==> src/rtl/bridge_pkg.sv <==
// Shared bridge definitions: PWM widths, PWM state encoding and the register map
// offsets that feed the PWM stage.
package bridge_pkg;

  localparam int PWM_CNT_W = 32;
  localparam int PWM_DIV_W = 5;

  typedef enum logic {
    PWM_IDLE = 1'b0,
    PWM_RUN  = 1'b1
  } pwm_state_e;

  localparam logic [7:0] REG_DBG      = 8'h0C;
  localparam logic [7:0] REG_PWM_DIV  = 8'h20;
  localparam logic [7:0] REG_PWM_DUTY = 8'h24;
  localparam int         DBG_PWM_EN_BIT = 6;

endpackage

==> src/rtl/pwm_duty_generator.sv <==
// PWM generator with a 2^div cycle period and double-buffered divider/duty settings
// that are only adopted at a period boundary.
module pwm_duty_generator
  import bridge_pkg::*;
#(
  parameter int CNT_W = PWM_CNT_W,
  parameter int DIV_W = PWM_DIV_W
) (
  input  logic             S_AXI_ACLK,
  input  logic             S_AXI_ARESETN,
  input  logic             en,
  input  logic [DIV_W-1:0] div_cfg,
  input  logic [CNT_W-1:0] duty_cfg,
  input  logic             cfg_update,
  output logic             pwm_out,
  output logic             period_start,
  output logic [CNT_W-1:0] cnt,
  output logic [DIV_W-1:0] div_sh,
  output logic [CNT_W-1:0] duty_sh,
  output logic             running
);

  // Bit-by-bit build keeps the mask well defined even when div >= CNT_W.
  function automatic logic [CNT_W-1:0] period_mask(input logic [DIV_W-1:0] d);
    logic [CNT_W-1:0] m;
    m = '0;
    for (int i = 0; i < CNT_W; i++) begin
      if (i < int'(d)) m[i] = 1'b1;
    end
    return m;
  endfunction

  pwm_state_e       state_q, state_d;
  logic [CNT_W-1:0] cnt_q, cnt_d;
  logic [DIV_W-1:0] div_sh_q, div_sh_d;
  logic [CNT_W-1:0] duty_sh_q, duty_sh_d;
  logic             pending_q, pending_d;
  logic             pwm_q, pwm_d;
  logic             period_start_q, period_start_d;
  logic             terminal;
  logic             pending_any;

  always_ff @(posedge S_AXI_ACLK or negedge S_AXI_ARESETN) begin
    if (!S_AXI_ARESETN) begin
      state_q        <= PWM_IDLE;
      cnt_q          <= '0;
      div_sh_q       <= '0;
      duty_sh_q      <= '0;
      pending_q      <= 1'b0;
      pwm_q          <= 1'b0;
      period_start_q <= 1'b0;
    end else begin
      state_q        <= state_d;
      cnt_q          <= cnt_d;
      div_sh_q       <= div_sh_d;
      duty_sh_q      <= duty_sh_d;
      pending_q      <= pending_d;
      pwm_q          <= pwm_d;
      period_start_q <= period_start_d;
    end
  end

  always_comb begin
    state_d = state_q;
    unique case (state_q)
      PWM_IDLE: if (en)  state_d = PWM_RUN;
      PWM_RUN:  if (!en) state_d = PWM_IDLE;
      default:           state_d = PWM_IDLE;
    endcase
  end

  assign terminal    = (cnt_q == period_mask(div_sh_q));
  assign pending_any = pending_q | cfg_update;

  // Counter, shadows and the registered outputs all derive from next-state values
  // so pwm_out and period_start line up with the cnt they describe.
  always_comb begin
    cnt_d          = '0;
    div_sh_d       = div_sh_q;
    duty_sh_d      = duty_sh_q;
    pending_d      = 1'b0;
    pwm_d          = 1'b0;
    period_start_d = 1'b0;
    if (state_q == PWM_IDLE) begin
      div_sh_d  = div_cfg;
      duty_sh_d = duty_cfg;
      if (state_d == PWM_RUN) begin
        period_start_d = 1'b1;
        pwm_d          = (cnt_d < duty_sh_d);
      end
    end else if (state_d == PWM_RUN) begin
      cnt_d     = terminal ? '0 : cnt_q + CNT_W'(1);
      pending_d = pending_any;
      if (terminal && pending_any) begin
        div_sh_d  = div_cfg;
        duty_sh_d = duty_cfg;
        pending_d = 1'b0;
      end
      period_start_d = (cnt_d == '0);
      pwm_d          = (cnt_d < duty_sh_d);
    end
  end

  assign pwm_out      = pwm_q;
  assign period_start = period_start_q;
  assign cnt          = cnt_q;
  assign div_sh       = div_sh_q;
  assign duty_sh      = duty_sh_q;
  assign running      = (state_q == PWM_RUN);

endmodule

==> config.mk <==
export PLATFORM = sky130hd
export DESIGN_NAME = pwm_duty_generator
export DESIGN_NICKNAME = d
export VERILOG_FILES = /design/src/rtl/bridge_pkg.sv /design/src/rtl/pwm_duty_generator.sv
export SDC_FILE = /design/constraint.sdc
export NUM_CORES = 1
export LEC_CHECK = 0
export CAP_MARGIN = 20
export CORE_ASPECT_RATIO = 0.75
export CORE_MARGIN = 5
export CORE_UTILIZATION = 25
export DETAILED_ROUTE_END_ITERATION = 16
export PLACE_DENSITY = 0.53
export SETUP_SLACK_MARGIN = 0.02
export SLEW_MARGIN = 20
export SYNTH_ARGS = -nofsm -noshare
export SYNTH_HDL_FRONTEND = slang
export SYNTH_SLANG_ARGS = --single-unit
==> constraint.sdc <==
create_clock -name S_AXI_ACLK -period 5.6 [get_ports S_AXI_ACLK]
set_input_delay 0.56 -clock S_AXI_ACLK [delete_from_list [all_inputs] [get_ports S_AXI_ACLK]]
set_output_delay 0.56 -clock S_AXI_ACLK [all_outputs]
set_load 0.05 [all_outputs]
==> flow_summary.yaml <==
run_status:
  outcome: "finished clean"
timing:
  rsz0062_at_grt: "no"
  layout_min_cycle_time_ps: 5020
  tightest_slew_ps: 990
  timing.setup.tns_ps: 0
  hold_ws_ps: 229
  slew-limit-headroom_pct: 34.0
  max_freq_ghz: 0.199
  worst_clock_skew_ps: 8.97
  period_utilization_pct: 89.7
  pins_over_their_slew_limit: 0
  final-hold-violation-count: 0
  finalSetupViolCount: 0
placed_design:
  dpl.hpwl_mm: 13.3
  gp_routability_congestion: 0.871
  placedCellCount: 956
  port_buffers: 112
synthesis:
  syn_area_um2: 5330
  synth.top_cell.area_share_pct: 34.3
  synth_async_sr_flop_share_pct: 100
  synth_fp_nets: 660
  yosys_register_bits: 73
  seq_area_frac_synth_pct: 34.3
  ys_top_cells_by_area: "sky130_fd_sc_hd__dfrtp_1 34%, sky130_fd_sc_hd__ha_1 7.5%, sky130_fd_sc_hd__mux2i_1 6.6%"
  post-synth-top-area-cell: "sky130_fd_sc_hd__dfrtp_1"
  yosys-top-cells-count: "91 x sky130_fd_sc_hd__nor2_1, 73 x sky130_fd_sc_hd__dfrtp_1, 35 x sky130_fd_sc_hd__mux2i_1, 32 x sky130_fd_sc_hd__ha_1, 30 x sky130_fd_sc_hd__mux2_1"
  synth.avg_cell_area_um2: 9.07
  synth.most_common_cell: "sky130_fd_sc_hd__nor2_1"
  ys.flop_type: "sky130_fd_sc_hd__dfrtp_1"
  ys.warnings.count: 0
  synth_edf_count: 0
  synthesis.instances: 587
  yosys.cell_types.count: 62
global_routing:
  use_met1_pct: 21.9
  groute.usage.overall_pct: 14.4
  grt_max_degree: 74
  grt_antenna_before_repair: 0
  global_route.peak_usage_layer: "met1"
  grt_remaining_overflow: 0
  grt_first_pass_wirelength_mm: 27.0
  via_count_of_the_first_global_routing_pass: 4614
  grtUsageMet2_pct: 19.9
  grt_use_met3_pct: 4.42
floorplanning:
  top_level_ports: 113
  floorplan.die.height_um: 136
  design.die.area_um2: 24300
  core_region_area_um2: 21100
  initial_core_util_pct: 25.3
  die_width_um: 179
  placementRows: 46
worst_setup_path:
  crit_chain: "buf_4, or3b_2, mux2i_1, a211oi_1, a21oi_1, nand4_1, nor3_4, buf_4, mux2i_1, ha_1, nand4_1, nor3_1, nand2_1, or3_1, nor3_1, o21ai_0, a311oi_1, nor3_1"
  setup.worst_path.class: "reg -> reg"
  cp_max_fo: 21
  crit_buf_inv: 2
  critical_path.reg2reg.endpoint: "pwm_out$_DFF_PN0_"
  r2r_cells: 18
  start_kind: "flop"
  ff2ff_setup_slack_ps: 580
  reg2reg_from: "div_sh[4]$_DFFE_PN0P_"
  critical_path_arrival_ps: 5230
  timing.critical_path.mode_cell: "sky130_fd_sc_hd__nor3_1"
  worst_setup_path_end_kind: "flop"
  worstPathRequired_ps: 5810
  timing.critical_path.max_delay_family: "simple AND/OR/NAND/NOR gates"
  critical-path-slowest-cell: "sky130_fd_sc_hd__dfrtp_1"
  critPathMaxStageDelay_ps: 660
layout:
  layoutNonFillerInstCount: 968
  n_antenna_cell: 0
  drive_above_1_share_pct: 6.03
  area_growth_syn_to_layout_pct: 30.8
  fin_nets: 752
route:
  avgRoutedWirePerCell_um: 17.9
  drt_pre_antenna_iters: 5
  via_count: 4753
  route.detailed.vias_per_inst: 4.91
  ant_nets: 0
  detailedRoute.firstIterationViolations: 274
  drt-total-wl_mm: 17.3
  remaining_drc_errors: 0
pwr:
  ir_drop_v: 0.000103
  leakagePower_nw: 2.77
  cellPowerDensity_nw_per_um2: 219
clocking:
  clock_insertion_delay_worst_skew_ps: 340
  cts-root-buf: "sky130_fd_sc_hd__clkbuf_16"
  numClockSinks: 73
  tritoncts: "built"
  clk_transition_reported_paths_ps: 60
  cts_made_buffers: 9
  clock_h_tree_levels: 3
  worst_case_clock_buffer_depth: 2
  cts_setup_buffers: 0
run:
  drv_cap: 0
hold_path:
  type_of_the_tightest_min_delay_check: "in -> async"
==> what timing repair did <==
item,in CTS,in global routing
resized for setup,0,2
setup endpoints to repair,0,1
hold buffers,0,0
hold endpoints to repair,0,0
==> per-stage QoR <==
| step | area (um2) | util (%) | power, mW | setup WS [ps] |
|---|---|---|---|---|
| after floorplan | 5330 | - | 0.825 | 1220 |
| after CTS | 6960 | 33.0 | 1.54 | 467 |
| after global placement | 6690 | 31.7 | 0.972 | 639 |
| after detailed placement | 6690 | 31.7 | 0.969 | 488 |
| after global routing | 6970 | 33.1 | 1.59 | 48.4 |
| final | 6970 | 33.1 | 1.52 | 576 |
==> how the worst max path moves through the flow <==
stage | cells past startpoint | slack (ps) | to | start
finish | 18 | 580 | pwm_out$_DFF_PN0_ | div_sh[4]$_DFFE_PN0P_
detailed placement | 17 | 490 | pwm_out$_DFF_PN0_ | div_sh[3]$_DFFE_PN0P_
floorplan | 18 | 1220 | pwm_out$_DFF_PN0_ | div_sh[3]$_DFFE_PN0P_
global route | 17 | 50 | pwm_out$_DFF_PN0_ | div_sh[1]$_DFFE_PN0P_
global placement | 17 | 640 | pwm_out$_DFF_PN0_ | div_sh[3]$_DFFE_PN0P_
CTS | 17 | 470 | pwm_out$_DFF_PN0_ | div_sh[3]$_DFFE_PN0P_
==> report_power, final <==
| part | total (mW) | switching [mW] | leakage, nW | internal, mW |
|---|---|---|---|---|
| Sequential | 0.601 | 0.0438 | 0.926 | 0.557 |
| Combinational | 0.357 | 0.215 | 1.71 | 0.142 |
| Clock | 0.565 | 0.218 | 0.133 | 0.347 |
| Total | 1.52 | 0.477 | 2.77 | 1.05 |
==> placed cells by master, fill, tap and decap left out, types with 2 or more instances in the layout <==
cell type                           n
sky130_fd_sc_hd__nor4b_1            2
sky130_fd_sc_hd__dfrtp_2            2
sky130_fd_sc_hd__o31ai_1            2
sky130_fd_sc_hd__nand3_1           15
sky130_fd_sc_hd__a211oi_1           4
sky130_fd_sc_hd__a31oi_1            8
sky130_fd_sc_hd__o21a_1             4
sky130_fd_sc_hd__ha_1              32
sky130_fd_sc_hd__mux2i_1           35
sky130_fd_sc_hd__buf_4              9
sky130_fd_sc_hd__and2_1             5
sky130_fd_sc_hd__o21ai_0           16
sky130_fd_sc_hd__o41ai_1            2
sky130_fd_sc_hd__and4_1             4
sky130_fd_sc_hd__nor4_1            15
sky130_fd_sc_hd__clkdlybuf4s50_1  111
sky130_fd_sc_hd__a21oi_1           18
sky130_fd_sc_hd__nand2_1           29
sky130_fd_sc_hd__xor2_1            20
sky130_fd_sc_hd__or2_2              2
sky130_fd_sc_hd__xnor2_1           20
sky130_fd_sc_hd__inv_1             10
sky130_fd_sc_hd__clkbuf_16          9
sky130_fd_sc_hd__dfrtp_1           71
sky130_fd_sc_hd__a2111oi_0          3
sky130_fd_sc_hd__o211ai_1           2
sky130_fd_sc_hd__and3_1             8
sky130_fd_sc_hd__a22oi_1            2
sky130_fd_sc_hd__mux2_2             8
sky130_fd_sc_hd__nor3_1            19
sky130_fd_sc_hd__nor2b_1            8
sky130_fd_sc_hd__nand2b_1           4
sky130_fd_sc_hd__o311ai_0           2
sky130_fd_sc_hd__nand4_1           21
sky130_fd_sc_hd__a311oi_1           2
sky130_fd_sc_hd__o21bai_1           2
sky130_fd_sc_hd__nor2_1            90
sky130_fd_sc_hd__a21o_1             6
sky130_fd_sc_hd__mux2_1            30
==> worst reg2reg max path, delay by kind of cell, from the launching register on <==
family          cells  cell delay, ps
flops               1             660
fa+ha+maj           1             310
compound gates      4             650
simple gates        9            2290
buf+inv             2             670
mux                 2             300
==> final cells by class <==
cell class	count	area (um2)
Fill cell	2230	14100
Tap cell	288	360
Sequential cell	73	1830
Clock inverter	1	30.0
Timing Repair Buffer	121	1190
Clock buffer	11	243
Multi-Input combinational cell	464	3280
Inverter	10	37.5
==> registers in the layout, indices dropped and copies added (netlist names) <==
register and cells:
cnt 32, running 1, pending_q 1, div_sh 5, period_start 1, pwm_out 1
duty_sh 32
==> metal layers <==
metal  vias up  wire length (um)
met5         -                 0
li1       2313                 -
met4         0               157
met2       161              7080
met3        12              1290
met1      2267              8760
==> kinds of logic after synthesis <==
family / Yosys count / share of synthesized area, %
simple gates: 232 / 21.5
compound gates: 86 / 10.9
buf+inv: 50 / 4.35
mux: 73 / 14.6
xor+xnor: 40 / 6.58
flops: 73 / 34.3
fa+ha+maj: 33 / 7.71
No activity file was read; power rests on OpenSTA's default activity.
==> patch: new RTL, same flow settings <==
`div_sh_q` and `duty_sh_q` no longer have a reset.
--- a/src/rtl/pwm_duty_generator.sv
+++ b/src/rtl/pwm_duty_generator.sv
@@ -45,6 +45,4 @@
       state_q        <= PWM_IDLE;
       cnt_q          <= '0;
-      div_sh_q       <= '0;
-      duty_sh_q      <= '0;
       pending_q      <= 1'b0;
       pwm_q          <= 1'b0;
@@ -53,10 +51,13 @@
       state_q        <= state_d;
       cnt_q          <= cnt_d;
-      div_sh_q       <= div_sh_d;
-      duty_sh_q      <= duty_sh_d;
       pending_q      <= pending_d;
       pwm_q          <= pwm_d;
       period_start_q <= period_start_d;
     end
+  end
+
+  always_ff @(posedge S_AXI_ACLK) begin
+    div_sh_q  <= div_sh_d;
+    duty_sh_q <= duty_sh_d;
   end
 
Check against the original RTL: not equivalent (Yosys sat finds a counterexample within 4 cycles, from zero or initial values and one cycle with S_AXI_ARESETN low).
==> patch against the unedited design <==
Fmax shrank 3.6%. Synthesized area grew 7.4%. Sequential share of layout area rose by 1.4 points. Largest cell class unchanged. Setup slack got worse by 0.19 ns. Global-route usage fell by 0.45 points. Design area grew 4.3%. Sequential cell count stayed put. Routed wire length rose by 6.4%. Synthesized cell count grew 1.2%. Count of clock-buffer cells in the layout increased by 1. Critical path type unchanged. Total power shrank 1.5%. Non-clock buffer count down 2.
==> patch: results <==
[worst_setup_path]
critical_path_peak_fanout = 31
cpLargestDelayFamily = compound AO/OA/AOI/OAI gates
arrival_ns = 5.48
slowest_stage = edfxtp_1
slowest_delay_ns = 0.74

[pwr]
leakagePower_nw = 2.859
peakVddDrop_v = 0.0001268

[placed_design]
placed_area_um2 = 7008
dpl.cell_count = 959
dp_slack_ns = 0.5059
gp_congestion = 0.8322
hpwl_mm = 14.32

[routing]
dr.first_iter.drc_count = 314
routed_wl_mm = 18.41
wl_per_cell_um = 18.88

[logic_synthesis]
ys_seq_area_frac = 0.3519
synth_top_cells_by_count = nor2_1, edfxtp_1, dfrtp_1
synthAdderAreaFrac = 0.07004
synth_mux_area_frac = 0.1445
synthFlopType = edfxtp_1
synth.area.top_cells = edfxtp_1, dfrtp_1, mux2_4
syn-instance-count = 594
async_flop_share = 0.4932
synthXorXnorAreaFrac = 0.06281
synth_edf_count = 37

[cells_and_area]
fillers = 2292
drive_gt1_frac = 0.09104
syn2layout_area_growth_pct = 27.07
nNetsFinal = 749

[sta]
finClkSkew_ns = 0.01101
worst_slew_pin_slew_ns = 0.8969

[grt]
grt_pass1_wl_mm = 28.41
grt_pass1_vias = 4891
grt_use_total = 0.1396

[run_status]
status = completed
patch: changes by cell type in the layout (fill, tap and decap cells not counted), moves of 8 or more:
cell      before  now
mux2_4         0   30
edfxtp_1       0   37
mux2_1        30    0
nand3_1       15   27
nor2_1        90   78
dfrtp_1       71   36
xor2_1        20   28
patch: worst paths after layout:
check                                    from   endpoint  slack, ns  depth (start not counted)
min in group S_AXI_ACLK             pending_q  pending_q       0.54                          2
max in group asynchronous       S_AXI_ARESETN     cnt[8]       4.69                          1
worst min-delay path            S_AXI_ARESETN    cnt[26]       0.33                          1
worst max register to register      div_sh[2]    pwm_out       0.39                         17
worst max-delay path                div_sh[2]    pwm_out       0.39                         17
worst min register to register      pending_q  pending_q       0.54                          2
patch: per-layer routing:
metal  vias up  GRT usage  part of all wire
li1       2359          -                 -
met1      2308     0.2026              0.49
met2       173     0.2072              0.42
met3        14    0.04249             0.081
met4         0    0.02510            0.0085
met5         -          0                 0
patch: report_power, final:
| part | internal (mW) | switching [mW] |
|---|---|---|
| Clock | 0.297 | 0.230 |
| Combinational | 0.140 | 0.196 |
| Sequential | 0.602 | 0.0359 |
patch: area by class of cell:
class,instances,share of cell area
clock buffer,12,0.03255
sequential,73,0.2770
timing repair buffer,119,0.1626
clock inverter,4,0.002756
tap,294,0.05064
multi-input combinational,466,0.4709
inverter,7,0.003617
patch: logic make-up after synthesis:
family,Yosys count
AND/OR/NAND/NOR,238
AO/OA/AOI/OAI,88
flip-flops,73
multiplexers,67
buffers and inverters,55
XOR/XNOR,41
adder cells (fa/ha/maj),32
patch: worst register-to-register path: cells and delay by family, from the launching register on:
family	cells	cell delay, ns
muxes	1	0.24
AOI/OAI and AO/OA	10	1.92
and+or+nand+nor	4	1.74
buffers and inverters	1	0.26
adders and majority gates	1	0.26
DFF	1	0.74
